`src/rtl/fetch_stage.sv`:
```
// Instruction fetch stage: owns the PC and assembles opcode+immediate pairs.
// It issues one IR word per cycle and handles stall, redirect and HLT.
module fetch_stage #(
  parameter int                ADDR_W     = 16,
  parameter logic [ADDR_W-1:0] RESET_PC   = '0,
  parameter int                IMM_BIT    = 10,
  parameter logic [4:0]        HLT_OPCODE = 5'b00001
) (
  input  logic              clk,
  input  logic              reset,
  input  logic              stall,
  input  logic              redirect,
  input  logic [ADDR_W-1:0] redirect_pc,
  output logic [ADDR_W-1:0] imem_addr,
  input  logic [15:0]       imem_data,
  output logic [15:0]       ir_out,
  output logic [15:0]       imm_out,
  output logic              imm_valid,
  output logic [ADDR_W-1:0] pc_next_out,
  output logic              halted
);

  typedef enum logic [1:0] {S_FETCH, S_IMM, S_HALT} state_t;

  state_t            state_reg, state_next;
  logic [ADDR_W-1:0] pc_reg, pc_next;
  logic [15:0]       ir_hold_reg, ir_hold_next;
  logic [ADDR_W-1:0] pc_inc;
  logic              is_hlt, is_two;

  assign pc_inc    = pc_reg + ADDR_W'(1);
  assign is_hlt    = (imem_data[15:11] == HLT_OPCODE);
  assign is_two    = imem_data[IMM_BIT];
  assign imem_addr = pc_reg;

  always_ff @(posedge clk) begin
    if (!reset) begin
      state_reg   <= S_FETCH;
      pc_reg      <= RESET_PC;
      ir_hold_reg <= '0;
    end else begin
      state_reg   <= state_next;
      pc_reg      <= pc_next;
      ir_hold_reg <= ir_hold_next;
    end
  end

  // Redirect beats stall so a branch resolved during a hazard is never lost.
  always_comb begin
    state_next   = state_reg;
    pc_next      = pc_reg;
    ir_hold_next = ir_hold_reg;
    if (redirect) begin
      pc_next      = redirect_pc;
      state_next   = S_FETCH;
      ir_hold_next = '0;
    end else if (!stall) begin
      case (state_reg)
        S_FETCH: begin
          if (is_hlt) begin
            state_next = S_HALT;
          end else if (is_two) begin
            ir_hold_next = imem_data;
            pc_next      = pc_inc;
            state_next   = S_IMM;
          end else begin
            pc_next = pc_inc;
          end
        end
        S_IMM: begin
          pc_next    = pc_inc;
          state_next = S_FETCH;
        end
        default: ;
      endcase
    end
  end

  // The opcode is held back one cycle so it reaches decode alongside its immediate.
  always_comb begin
    ir_out      = '0;
    imm_out     = '0;
    imm_valid   = 1'b0;
    halted      = 1'b0;
    pc_next_out = pc_inc;
    if (!reset) begin
      pc_next_out = RESET_PC;
    end else begin
      halted = (state_reg == S_HALT);
      if (!redirect) begin
        case (state_reg)
          S_FETCH: begin
            if (is_hlt || !is_two) ir_out = imem_data;
          end
          S_IMM: begin
            ir_out    = ir_hold_reg;
            imm_out   = imem_data;
            imm_valid = 1'b1;
          end
          default: ;
        endcase
      end
    end
  end

endmodule

```
`config.mk`:
```
export PLATFORM = sky130hd
export DESIGN_NAME = fetch_stage
export DESIGN_NICKNAME = d
export VERILOG_FILES = /design/src/rtl/fetch_stage.sv
export SDC_FILE = /design/constraint.sdc
export NUM_CORES = 1
export LEC_CHECK = 0
export BUFFER_PORTS_ARGS = -buffer_cell sky130_fd_sc_hd__buf_2
export CORE_ASPECT_RATIO = 0.75
export CORE_MARGIN = 5
export CORE_UTILIZATION = 35
export DETAILED_ROUTE_END_ITERATION = 7
export GPL_TIMING_DRIVEN = 0
export SLEW_MARGIN = 20
export SYNTH_ARGS = -nofsm -noshare
export SYNTH_HDL_FRONTEND = slang
export SYNTH_SLANG_ARGS = --single-unit
```
`constraint.sdc`:
```
create_clock -name clk -period 3 [get_ports clk]
set_input_delay 0.3 -clock clk [delete_from_list [all_inputs] [get_ports clk]]
set_output_delay 0.3 -clock clk [all_outputs]
set_load 0.005 [all_outputs]
```
==> flow_summary.ini, run 1 <==
[worst_setup_path]
worst-path-max-fanout = 8
cp.buffers_inverters = 1
critPathLaunchType = flop
critPathTopFamily = simple AND/OR/NAND/NOR gates
crit_arrival_ps = 2260
path_cells = ha_1, nand3_2, nor4_1, xor2_1, and2_1, buf_2
required_ps = 2700
slowest_stage = nor4_1
cp-end-kind = primary output
path_class = flop to primary output
crit_path_max_incr_delay_ps = 580

[placed_design]
io_buffers = 100
post-place-ws_ps = 609
place_congestion = 0.806
hpwlAfterDp_um = 5310

[sta]
worstMarginPinSlew_ps = 751
fin_ws_ps = 437
maxSlewViolCount = 0
setup_tns_ps = 0
clock.fmax_mhz = 390
rsz0062_at_grt = no
setup_viol = 0
period_needed_ps = 2560
slew_headroom = 0.492
skew_ps = 2.50
hold_violations = 0
timing.final.crit_share = 0.854

[cells_and_area]
nFillCells = 671
layout.nets = 413
drive_gt1_frac = 0.332
area_growth_pct = 30.8
multi_input_area_mm2 = 0.00140
final_common_cell = buf_2
regArea_um2 = 681
diodes = 0
final_cell_mix = buf_2 (104), dfxtp_1 (34), and2_1 (31)

[grt]
grt_max_degree = 11
grt_pass1_vias = 2173
antenna_found_initial = 0
grt_pass1_wl_um = 10800
grt.total_usage = 0.168
grt_overflow = 0

[floorplanning]
rows = 25
io-pin-count = 102
core_area_mm2 = 0.00619
die_x_um = 102
die_area_mm2 = 0.00798
fp.dieH_um = 78.6
initial_utilization = 0.355

[worst_hold_path]
hold_class = input pin to flop

[yosys]
syn_inst = 269
ys_warn_count = 0
ys_ff_latch = 34
synth_flop_cell = dfxtp_1
async_flop_share = 0
netlist_area_mm2 = 0.00220
syn_avg_cell_area_um2 = 8.17
synth-edff-count = 0
yosysUniqueCellTypes = 46
syn_nets = 306
yosysSeqAreaShare = 0.310

[clock_tree]
cts_max_level = 2
numCtsBuffers = 5
clk_pin_slew_ps = 70
cts_hold_buf = 0
cts_tree = yes
cts-root-buf = clkbuf_8
clock_sinks = 34
insertion_delay_ps = 280
cts_resized = 0
max-clock-path-buffers = 2
cts_setup_buffers = 0

[routing]
drt-pass1-iter-count = 4
via_count = 2321
wl_per_cell_um = 14.9
antenna_left = 0
wl_um = 6830
drcViolationCount = 0
avgViaCountPerCell = 5.08
drt_iter0_markers = 72

[pwr]
leakagePower_nw = 1.38
peakVddDrop_v = 0.000149
power_density_mw_per_mm2 = 357

[run]
maxCapViolCount = 0

[outcome]
status = finished, final reports clean
synth_stat cells, types with 5 or more instances:
cell type / n / share of area
clkbuf_1: 10 / 0.017
xnor2_1: 11 / 0.044
nor3_1: 7 / 0.016
a21oi_1: 13 / 0.030
dfxtp_1: 34 / 0.31
o21ai_0: 22 / 0.050
mux2i_1: 14 / 0.064
nand2_1: 10 / 0.017
nand3_1: 6 / 0.014
and2_1: 31 / 0.088
inv_1: 5 / 0.0085
a211oi_1: 6 / 0.020
a22o_1: 11 / 0.044
xor2_1: 6 / 0.024
nor2_1: 22 / 0.038
a31oi_1: 9 / 0.026
final timing paths:
kind              cells past startpoint  slack [ps]                          from                            to
hold reg to reg                       2         460  ir_hold_reg[15]$_SDFFE_PP0P_  ir_hold_reg[15]$_SDFFE_PP0P_
hold / removal                        3         280                  imem_data[1]   ir_hold_reg[1]$_SDFFE_PP0P_
setup / recovery                      6         440     imem_addr[0]$_SDFFE_PN0P_               pc_next_out[14]
setup reg to reg                      6         820     imem_addr[0]$_SDFFE_PN0P_    imem_addr[12]$_SDFFE_PN0P_
power breakdown:
part	total, W	switching (W)	leakage (nW)	internal [W]
registers	0.000501	0.0000281	0.279	0.000473
clock network	0.000322	0.000162	0.0383	0.000160
logic	0.000204	0.000109	1.06	0.0000948
total	0.00103	0.000299	1.38	0.000727
cell families (layout without fill, tap and decap cells):
| family | Yosys count | count (layout) | synth area share |
|---|---|---|---|
| AND/OR/NAND/NOR | 112 | 112 | 0.306 |
| buffers and inverters | 25 | 132 | 0.0541 |
| multiplexers | 14 | 14 | 0.0637 |
| flip-flops | 34 | 34 | 0.310 |
| adder cells (fa/ha/maj) | 1 | 1 | 0.00569 |
| AO/OA/AOI/OAI | 66 | 66 | 0.193 |
| XOR/XNOR | 17 | 17 | 0.0677 |
layer usage:
layer,GRT usage,routed length (um)
met2,0.253,3110
met3,0.0337,320
met5,0,0
met4,0.0359,49
met1,0.245,3340
cell type report:
type,instances,area share
Tap cell,81,0.0352
Timing Repair Buffer,100,0.174
Multi-Input combinational cell,210,0.486
Clock buffer,7,0.0265
Inverter,5,0.00652
Sequential cell,34,0.237
Buffer,20,0.0348
tightest hold or removal path: cells and delay by family:
family	cells	cell delay (ps)
buffers and inverters	1	90
muxes	1	60
and+or+nand+nor	1	70
metrics by stage:
step | power, W | util | hold slack, ps | cells | area, um^2
floorplan | 0.000620 | - | 426 | 269 | 2200
global placement | 0.000713 | 0.452 | 440 | 450 | 2800
detailed placement | 0.000715 | 0.452 | 450 | 450 | 2800
CTS | 0.00104 | 0.464 | 271 | 457 | 2880
global route | 0.00108 | 0.464 | 296 | 457 | 2880
finish | 0.00103 | 0.464 | 277 | 457 | 2880
Power figures use the tool's default switching activity.
==> run 2, diff against run 1 <==
--- a/config.mk
+++ b/config.mk
@@ -11,6 +11,7 @@
 export CORE_UTILIZATION = 35
 export DETAILED_ROUTE_END_ITERATION = 7
 export GPL_TIMING_DRIVEN = 0
+export PLACE_DENSITY = 0.65
 export SLEW_MARGIN = 20
 export SYNTH_ARGS = -nofsm -noshare
 export SYNTH_HDL_FRONTEND = slang
==> constraint.sdc (replaced) <==
create_clock -name clk -period 2.3 [get_ports clk]
set_input_delay 0.23 -clock clk [delete_from_list [all_inputs] [get_ports clk]]
set_output_delay 0.23 -clock clk [all_outputs]
set_load 0.005 [all_outputs]
==> run 2 against run 1 <==
  * Clock skew is 6.1 ps higher
  * Via count is 0.60% higher
  * Critical path type unchanged
  * First-iteration DRC count is 47% higher
==> flow_summary.ini, run 2 (synthesized netlist as in run 1, its figures left out) <==
[floorplanning]
io-pin-count = 102
fp.dieH_um = 78.6
rows = 25
core_area_mm2 = 0.00619
die_x_um = 102
die_area_mm2 = 0.00798
initial_utilization = 0.355

[clock_tree]
clk_pin_slew_ps = 70
cts-root-buf = clkbuf_8
max-clock-path-buffers = 2
cts_tree = yes
cts_max_level = 2
insertion_delay_ps = 280
clock_sinks = 34
numCtsBuffers = 5

[placed_design]
io_buffers = 100
place_congestion = 0.829
hpwlAfterDp_um = 5230

[cells_and_area]
diodes = 0
final_cell_mix = buf_2 (103), dfxtp_1 (32), and2_1 (31)
layout.nets = 417
post-route-util = 0.480
area_growth_pct = 35.1
drive_gt1_frac = 0.358
final_common_cell = buf_2

[grt]
antenna_found_initial = 0
grt_max_degree = 11
grt_pass1_wl_um = 11000
grt.total_usage = 0.170
met3_usage = 0.0409
grtUsageMet2 = 0.260
grt.busiest_layer = met2
grt_overflow = 0
grt_pass1_vias = 2220
met1_usage = 0.239

[worst_setup_path]
required_ps = 2070
worstReg2RegStart = imem_addr[1]$_SDFFE_PN0P_
critPathLaunchType = flop
rr_worst_depth = 6
rrSetupSlack_ps = 310
r2r-end = imem_addr[10]$_SDFFE_PN0P_
crit_arrival_ps = 1970
cp-end-kind = primary output
path_class = flop to primary output
worst-path-max-fanout = 7

[routing]
avgViaCountPerCell = 5.07
drt_iter0_markers = 106
wl_per_cell_um = 15.1
drcViolationCount = 0
via_count = 2335
antenna_left = 0
wl_um = 6940
drt-pass1-iter-count = 4

[worst_hold_path]
hold_class = input pin to flop
hold_end = ir_hold_reg[6]$_SDFFE_PP0P_
hp-start = imem_data[6]
whs_path_depth = 3

[sta]
clock.fmax_mhz = 455
hold_violations = 0
slew_headroom = 0.360
setup_tns_ps = 0
worstMarginPinSlew_ps = 947
setup_viol = 0
skew_ps = 8.56
rsz0062_at_grt = no
maxSlewViolCount = 0
timing.final.crit_share = 0.955
period_needed_ps = 2200

[pwr]
leakagePower_nw = 1.42
peakVddDrop_v = 0.000203
power_density_mw_per_mm2 = 454

[run]
maxCapViolCount = 0

[outcome]
status = finished, final reports clean
-- run 2: changes by cell type in the layout (fill, tap and decap cells not counted), moves of 2 or more --
cell      change
dfxtp_2       +2
clkinv_2      +2
buf_4         +3
clkbuf_1      -2
dfxtp_1       -2
nor4_1        -2
-- run 2: cell type report --
cell class	count	area (um^2)
fillers	634	3220
repair buffers	104	543
flip-flops and latches	34	683
multi-input cells	210	1440
well taps	81	101
plain buffers	20	103
inverters	5	18.8
clock buffers	5	68.8
clock inverters	2	10.0
-- run 2: worst max-delay path, stage by stage, from the launching register on --
cell      delay, ps
dfxtp_1         330
clkbuf_4        180
nand4_1         250
or4_4           510
xnor2_1         130
and2_1          160
buf_2           120
-- run 2: worst max path at each step --
stage	cells past startpoint	endpoint	from	slack (ps)
floorplan	6	imem_addr[10]$_SDFFE_PN0P_	imem_addr[0]$_SDFFE_PN0P_	380
global placement	6	pc_next_out[14]	imem_addr[0]$_SDFFE_PN0P_	90
detailed placement	9	ir_out[9]	redirect	80
CTS	7	pc_next_out[8]	imem_addr[0]$_SDFFE_PN0P_	8
global route	6	pc_next_out[14]	imem_addr[1]$_SDFFE_PN0P_	3
finish	6	pc_next_out[13]	imem_addr[2]$_SDFFE_PN0P_	100
-- run 2: per-layer routing --
layer,up-vias,share of wire
met5,-,0
met4,0,0.011
met3,6,0.062
met2,53,0.47
met1,1096,0.46
li1,1180,-
-- run 2: power breakdown --
group,switching (W),leakage (nW),internal (W),total (W)
clock network,0.000218,0.0438,0.000203,0.000421
registers,0.0000391,0.280,0.000617,0.000656
logic,0.000146,1.10,0.000126,0.000272
total,0.000403,1.42,0.000946,0.00135
-- run 2: what timing repair did --
item,in CTS,in global routing
pin swaps,0,2
setup endpoints to repair,2,15
cloned,0,0
hold buffers,0,0
resized for setup,3,7
buffers inserted,0,4
-- run 2: metrics by stage --
stage	setup slack [ps]	instances	hold slack [ps]	cell area (um^2)	total power (W)
final	103	461	208	2970	0.00135
after global routing	2.74	461	215	2970	0.00142
after CTS	8.30	457	202	2900	0.00135
after detailed placement	82.1	450	448	2800	0.000933
after global placement	87.5	450	435	2800	0.000930
after floorplan	384	269	371	2200	0.000808
==> run 3, diff against run 2 <==
--- a/config.mk
+++ b/config.mk
@@ -5,7 +5,7 @@
 export SDC_FILE = /design/constraint.sdc
 export NUM_CORES = 1
 export LEC_CHECK = 0
-export BUFFER_PORTS_ARGS = -buffer_cell sky130_fd_sc_hd__buf_2
+export BUFFER_PORTS_ARGS = -buffer_cell sky130_fd_sc_hd__buf_4
 export CORE_ASPECT_RATIO = 0.75
 export CORE_MARGIN = 5
 export CORE_UTILIZATION = 35
==> run 3 against run 2 <==
  * Sequential share of layout area down 2.1 points
  * Die area stayed put
  * Critical path type is now input pin to primary output
  * Design area rose by 9.8%
  * Largest cell class unchanged
  * Wire length rose by 6.2%
  * Global-route usage rose by 1.0 points
==> flow_summary.ini, run 3 (synthesized netlist as in run 1, its figures left out) <==
[clock_tree]
insertion_delay_ps = 280
clock_sinks = 34
cts-root-buf = clkbuf_8
cts_max_level = 2
clk_pin_slew_ps = 70
numCtsBuffers = 5
cts_tree = yes
max-clock-path-buffers = 2

[grt]
grt.busiest_layer = met2
grt_pass1_vias = 2308
grt_max_degree = 11
grt_overflow = 0
grt.total_usage = 0.180
met3_usage = 0.0355
met1_usage = 0.243
grtUsageMet2 = 0.289
grt_pass1_wl_um = 11600
antenna_found_initial = 0

[cells_and_area]
drive_gt1_frac = 0.359
nFillCells = 619
area_growth_pct = 48.3
regArea_um2 = 682
final_cell_mix = buf_4 (107), dfxtp_1 (33), and2_1 (31)
diodes = 0
final_common_cell = buf_4
post-route-util = 0.526
layout.nets = 420
multi_input_area_mm2 = 0.00145

[sta]
holdWs_ps = 193
clock.fmax_mhz = 449
worstMarginPinSlew_ps = 870
maxSlewViolCount = 0
fin_ws_ps = 73.9
hold_violations = 0
slew_headroom = 0.412
skew_ps = 5.27
setup_viol = 0
timing.final.crit_share = 0.968
period_needed_ps = 2230

[worst_setup_path]
crit_path_max_incr_delay_ps = 650
required_ps = 2070
cp.buffers_inverters = 3
cp-end-kind = primary output
crit_arrival_ps = 2000
rr_worst_depth = 7
rrSetupSlack_ps = 320
path_class = input pin to primary output
path_cells = buf_4, or4b_1, o21ai_0, nor3b_2, buf_4, a22o_1, buf_4
r2r-end = imem_addr[10]$_SDFFE_PN0P_
slowest_stage = or4b_1
cpMostUsedCell = buf_4
critPathTopFamily = simple AND/OR/NAND/NOR gates
worstReg2RegStart = imem_addr[4]$_SDFFE_PN0P_
worst-path-max-fanout = 10
critPathLaunchType = input pin

[worst_hold_path]
hp-start = imem_data[1]
whs_path_depth = 3
hold_end = ir_hold_reg[1]$_SDFFE_PP0P_
hold_class = input pin to flop

[floorplanning]
die_x_um = 102
io-pin-count = 102
die_area_mm2 = 0.00798
rows = 25
core_area_mm2 = 0.00619
fp.dieH_um = 78.6
initial_utilization = 0.355

[routing]
drt-pass1-iter-count = 4
drcViolationCount = 0
antenna_left = 0
wl_um = 7370
avgViaCountPerCell = 5.03
wl_per_cell_um = 15.8
drt_iter0_markers = 105
via_count = 2341

[pwr]
peakVddDrop_v = 0.000215
power_density_mw_per_mm2 = 442
leakagePower_nw = 1.47

[run]
maxCapViolCount = 0

[placed_design]
post-place-ws_ps = 62.9
hpwlAfterDp_um = 5480
place_congestion = 0.838
io_buffers = 100

[outcome]
status = finished, final reports clean
==> run 3: cell types whose count changed in the layout (fill, tap and decap cells not counted), sizes merged <==
cell	previous run	this run
clkbuf	20	22
clkinv	2	1
buf	109	112
==> run 3: where the power goes <==
part / internal (W) / total [W] / switching [W] / leakage [nW]
clock network: 0.000242 / 0.000467 / 0.000225 / 0.0482
registers: 0.000616 / 0.000658 / 0.0000415 / 0.279
logic: 0.000167 / 0.000316 / 0.000149 / 1.14
==> run 3: how the worst max path moves through the flow <==
stage                                    startpoint                    endpoint  slack, ps  cells past startpoint
after floorplan           imem_addr[0]$_SDFFE_PN0P_  imem_addr[10]$_SDFFE_PN0P_        380                      6
after global placement                     redirect                  ir_out[11]         80                      9
after detailed placement                   redirect                  ir_out[12]         60                      9
after CTS                 imem_addr[0]$_SDFFE_PN0P_              pc_next_out[8]         10                      7
after global routing      imem_addr[4]$_SDFFE_PN0P_             pc_next_out[15]        -20                      7
final                                 imem_data[12]                   ir_out[6]         70                      7
==> run 3: what timing repair did <==
item / in CTS / in global routing
setup endpoints to repair: 2 / 15
hold buffers: 0 / 0
resized for setup: 4 / 5
buffers inserted: 0 / 7
pin swaps: 0 / 2
endpoints found under the hold margin: 0 / 0
==> run 3: final cells by class <==
class,count,share of cell area
buffer,20,0.0315
clock buffer,7,0.0265
clock inverter,1,0.00153
inverter,5,0.00576
multi-input combinational,210,0.444
sequential,34,0.209
tap,81,0.0311
timing repair buffer,107,0.250
==> run 3: worst reg2reg max path: cells and delay by family, from the launching register on <==
family          cells  cell delay (ps)
compound gates      1              180
buf+inv             3              540
flops               1              350
simple gates        3              840
==> run 3: layer usage <==
layer / vias to the layer above / share of wire
li1: 1190 / -
met1: 1110 / 0.47
met2: 37 / 0.49
met3: 4 / 0.040
met4: 0 / 0.0058
met5: - / 0
==> run 3: through the flow <==
step	total power [W]	instances	TNS (ps)	cell area, um^2
after floorplan	0.000808	269	0	2200
after global placement	0.000973	450	0	3050
after detailed placement	0.000976	450	0	3050
after CTS	0.00145	458	0	3170
after global routing	0.00151	465	-21.5	3260
final	0.00144	465	0	3260
